$ cat config.mk
export PLATFORM = sky130hd
export DESIGN_NAME = pool_window_buffer
export DESIGN_NICKNAME = d
export VERILOG_FILES = /design/src/rtl/pool_window_buffer.sv
export SDC_FILE = /design/constraint.sdc
export NUM_CORES = 1
export LEC_CHECK = 0
export ABC_CLOCK_PERIOD_IN_PS = 2100
export CAP_MARGIN = 20
export CELL_PAD_IN_SITES_DETAIL_PLACEMENT = 1
export CELL_PAD_IN_SITES_GLOBAL_PLACEMENT = 2
export CORE_ASPECT_RATIO = 1.25
export CORE_MARGIN = 2
export CORE_UTILIZATION = 35
export CTS_CLUSTER_DIAMETER = 150
export DETAILED_ROUTE_END_ITERATION = 12
export PLACE_DENSITY = 0.71
export SLEW_MARGIN = 10
export SYNTH_ARGS = -nofsm -noshare
export SYNTH_HDL_FRONTEND = slang
export SYNTH_SLANG_ARGS = --single-unit
export TNS_END_PERCENT = 100
$ cat constraint.sdc
create_clock -name clk -period 2.1 [get_ports clk]
set_input_delay 0.42 -clock clk [delete_from_list [all_inputs] [get_ports clk]]
set_output_delay 0.42 -clock clk [all_outputs]
set_load 0.03 [all_outputs]
$ cat src/rtl/pool_window_buffer.sv
// Streaming 2x2 stride-2 window generator feeding the max-pooling stage.
// One even row is kept in a line buffer; windows fire on each bottom-right pixel.
module pool_window_buffer #(
    parameter int DATA_WIDTH = 8,
    parameter int IMG_WIDTH  = 28,
    parameter int IMG_HEIGHT = 28
) (
    input  logic                         clk,
    input  logic                         rst_n,
    input  logic                         in_valid,
    input  logic                         in_sof,
    input  logic signed [DATA_WIDTH-1:0] in_data,
    output logic                         win_valid,
    output logic signed [DATA_WIDTH-1:0] win_data [3:0],
    output logic                         frame_done
);

    localparam int COL_W = (IMG_WIDTH  > 2) ? $clog2(IMG_WIDTH)  : 1;
    localparam int ROW_W = (IMG_HEIGHT > 2) ? $clog2(IMG_HEIGHT) : 1;
    localparam logic [COL_W-1:0] LAST_COL = COL_W'(IMG_WIDTH - 1);
    localparam logic [ROW_W-1:0] LAST_ROW = ROW_W'(IMG_HEIGHT - 1);

    logic [COL_W-1:0] col, cur_col, left_col;
    logic [ROW_W-1:0] row, cur_row;
    logic             at_last_col, at_last_row, is_window;

    logic signed [DATA_WIDTH-1:0] line_buf [IMG_WIDTH];
    logic signed [DATA_WIDTH-1:0] hold;

    // A start-of-frame pixel is processed as (0,0) whatever the counters say.
    always_comb begin
        cur_col     = in_sof ? '0 : col;
        cur_row     = in_sof ? '0 : row;
        left_col    = {cur_col[COL_W-1:1], 1'b0};
        at_last_col = (cur_col == LAST_COL);
        at_last_row = (cur_row == LAST_ROW);
        is_window   = in_valid && cur_row[0] && cur_col[0];
    end

    // NOTE: sequential state is assigned with <= so every register samples
    // pre-edge values, regardless of the order the blocks are evaluated in.
    always_ff @(posedge clk or negedge rst_n) begin
        if (!rst_n) begin
            col <= '0;
            row <= '0;
        end else if (in_valid) begin
            if (at_last_col) begin
                col <= '0;
                row <= at_last_row ? '0 : cur_row + 1'b1;
            end else begin
                col <= cur_col + 1'b1;
                row <= cur_row;
            end
        end
    end

    // NOTE: line_buf and hold have no reset: each odd row reads only entries
    // rewritten by the even row just before it, so a reset would buy nothing.
    always_ff @(posedge clk) begin
        if (in_valid && !cur_row[0]) begin
            line_buf[cur_col] <= in_data;
        end
        if (in_valid && cur_row[0] && !cur_col[0]) begin
            hold <= in_data;
        end
    end

    always_ff @(posedge clk or negedge rst_n) begin
        if (!rst_n) begin
            win_valid  <= 1'b0;
            frame_done <= 1'b0;
            for (int i = 0; i < 4; i++) begin
                win_data[i] <= '0;
            end
        end else begin
            win_valid  <= is_window;
            frame_done <= in_valid && at_last_col && at_last_row;
            if (is_window) begin
                win_data[0] <= line_buf[left_col];
                win_data[1] <= line_buf[cur_col];
                win_data[2] <= hold;
                win_data[3] <= in_data;
            end
        end
    end

endmodule
==> results_dict.tcl <==
set metrics [dict create \
    wl_um 30300 \
    wl_per_cell_um 23.3 \
    max_stage_delay_ns 0.71 \
    final_core_util_pct 44.4 \
    seqCellArea_um2 8070 \
    dieHeight_um 203 \
    grt_usage_pct 18.6 \
    root_buffer "clkbuf_16" \
    dr_wl_met3_um 957 \
    top_layer "met4" \
    core_um2 31000 \
    ys_ff_latch 276 \
    syn_nets 730 \
    powerDensity_nw_per_um2 1070 \
    syn-cell-area_um2 11100 \
    crit_type "reg2out" \
    drive_above_1_share_pct 23.7 \
    synth_ff_type "edfxtp_1" \
    grt_max_degree 31 \
    setup_viol 0 \
    io_pins 46 \
    multiInputGateArea_um2 2810 \
    grt_pass1_wl_um 46000 \
    num_vias 6753 \
    placed_cell_area_um2 12800 \
    crit_family "buffers and inverters" \
    hold_viol_final 0 \
    leakage_nw 4.94 \
    rows 72 \
    fin_ws_ns 0.0378 \
    yosysMostFrequentCell "edfxtp_1" \
    drv_cap 0 \
    wl_met1_um 12100 \
    drcViolationCount 0 \
    fin_crit_sh_pct 98.2 \
    cts_buffers 26 \
    dpl.hpwl_um 20200 \
    grt_antenna_before_repair 0 \
    rsz0062_at_grt "no" \
    yosysSeqAreaShare_pct 73.0 \
    finalMaxSlewViolations 0 \
    total_power_mw 14.7 \
    numPortBuffers 45 \
    skew_ns 0.0120 \
    fin_cells 1298 \
    gp_routability_congestion 0.922 \
    viasPerCell 5.20 \
    setup_tns_ns 0 \
    worst_slew_pin_slew_ns 0.807 \
    die_w_um 163 \
    ys_async_sr_fraction_pct 15.9 \
    fillCellCount 3120 \
    path_max_fanout 2 \
    dieArea_um2 33000 \
    wl_met2_um 16300 \
    crit_buf_inv 1 \
    clockBufferDepth 3 \
    cts_sinks 276 \
    syn_inst 716 \
    start_util_pct 35.7 \
    ir_drop_v 0.000477 \
    synthTopCellsByCount "edfxtp_1 (232), nand2_1 (71), mux2i_1 (70)" \
    antenna_cells 0 \
    drt-initial-drc-count 363 \
    postSynthAreaPerCell_um2 15.4 \
    status "completed" \
    path_cells "clkdlybuf4s50_1" \
    drtAntennaViolNets 0 \
    synth_top_area_share_pct 63.0 \
    yosys_warnings 0 \
    synthTopCellsByArea "edfxtp_1 (63%), dfrtp_1 (10%), mux2i_1 (6.3%)" \
    min_period_ns 2.06 \
    hp-class "reg2reg" \
    cts_tree "built" \
    cp.arrival_ns 1.64 \
    synthToLayoutAreaGrowth_pct 24.4 \
    whs_ns 0.445 \
    pre_cts_ws_ns -0.496 \
    first_pass_iters 5 \
    htree_levels 1 \
    dp_cells 1246 \
    max_clock_freq_mhz 485 \
    clk_pin_slew_ns 0.06 \
    synth_edf_count 232 \
    overflow 0 \
    slew_headroom_pct 46.2 \
    start_kind "register" \
    cp.required_ns 1.68 \
    setup.worst_path.end_class "output pin" \
    critical-path-slowest-cell "clkdlybuf4s50_1" \
    num-nets-final 885 \
    worstSkewPairLatency_ns 0.53 \
    yosys.area.top_type "edfxtp_1" \
    fin_area_um2 13800 \
    grt_pass1_vias 7451 \
    yosysUniqueCellTypes 53 \
]
==> cell type report <==
type / instances / share of cell area, %
Clock buffer: 36 / 5.59
Sequential cell: 276 / 58.7
Timing Repair Buffer: 165 / 10.4
Inverter: 10 / 0.300
Tap cell: 407 / 3.70
Clock inverter: 12 / 0.828
Multi-Input combinational cell: 392 / 20.4
==> kinds of logic (layout without fill, tap and decap cells) <==
family	after synthesis	in the layout	synth area share, %
AOI/OAI and AO/OA	130	130	8.25
adders and majority gates	2	2	0.226
buffers and inverters	48	223	2.34
DFF	276	276	73.0
muxes	88	88	9.29
and+or+nand+nor	172	172	6.90
==> flip-flops by register name (all words and copies together) (netlist names) <==
signal / flops
line_buf: 224
win_data: 32
hold: 8
col: 5
row: 5
frame_done: 1
win_valid: 1
==> final timing paths <==
path | startpoint | slack [ns] | to | cells after the start
worst max-delay path | win_data[13]$_DFFE_PN0P_ | 0.04 | win_data[13] | 1
worst min-delay path | hold[6]$_DFFE_PP_ | 0.44 | win_data[22]$_DFFE_PN0P_ | 2
worst min register to register | hold[6]$_DFFE_PP_ | 0.44 | win_data[22]$_DFFE_PN0P_ | 2
min in group asynchronous | rst_n | 0.52 | win_data[7]$_DFFE_PN0P_ | 2
worst max register to register | col[1]$_DFFE_PN0P_ | 0.07 | win_data[5]$_DFFE_PN0P_ | 5
max in group asynchronous | rst_n | 0.90 | win_data[13]$_DFFE_PN0P_ | 3
==> worst reg2reg max path: cells and delay by family, from the launching register on <==
kind,cells,cell delay (ns)
compound gates,3,0.79
flops,1,0.51
buf+inv,1,0.31
mux,1,0.30
==> what timing repair did <==
| item | 4_1_cts | 5_1_grt |
|---|---|---|
| setup endpoints to repair | 7 | 24 |
| gates resized for setup | 5 | 11 |
| endpoints found under the hold margin | 28 | 0 |
| setup buffers | 2 | 1 |
| hold buffers | 1 | 0 |
| gates cloned | 0 | 0 |
==> routing by layer <==
layer	global-route usage (%)	vias up
li1	-	3088
met1	22.1	3479
met2	34.5	134
met3	2.37	52
met4	6.38	0
met5	0	-
==> cells in the final DEF (no fill, tap or decap), types with 3 or more instances in the layout <==
| cell | Yosys | routed |
|---|---|---|
| nor4_1 | 4 | 3 |
| o221a_2 | 6 | 6 |
| nand2_1 | 71 | 71 |
| o22a_1 | 6 | 6 |
| o211ai_1 | 4 | 4 |
| clkdlybuf4s50_1 | 0 | 44 |
| clkbuf_16 | 0 | 27 |
| dfrtp_1 | 44 | 43 |
| o21ai_0 | 15 | 14 |
| clkbuf_1 | 12 | 3 |
| o221ai_1 | 5 | 5 |
| nor2b_1 | 3 | 3 |
| o22ai_1 | 22 | 22 |
| mux2i_1 | 70 | 70 |
| clkinv_2 | 0 | 6 |
| mux4_2 | 11 | 11 |
| buf_4 | 7 | 112 |
| o32ai_1 | 3 | 3 |
| buf_12 | 0 | 7 |
| nor3_2 | 0 | 6 |
| nand3_1 | 16 | 16 |
| inv_1 | 7 | 7 |
| a211oi_1 | 20 | 16 |
| a21oi_1 | 27 | 26 |
| nand4_1 | 3 | 3 |
| clkbuf_8 | 0 | 6 |
| nand2b_1 | 4 | 4 |
| clkinv_1 | 2 | 3 |
| mux2_2 | 7 | 7 |
| edfxtp_1 | 232 | 232 |
| nor3_1 | 20 | 14 |
| a222oi_1 | 5 | 5 |
| nor2_1 | 44 | 42 |
| a211oi_2 | 0 | 3 |
==> report_power, final <==
part	leakage, nW	switching (mW)	internal, mW
Clock	0.439	1.96	2.80
Sequential	2.68	0.263	6.32
Combinational	1.82	2.00	1.38
No activity file was read; power rests on OpenSTA's default activity.
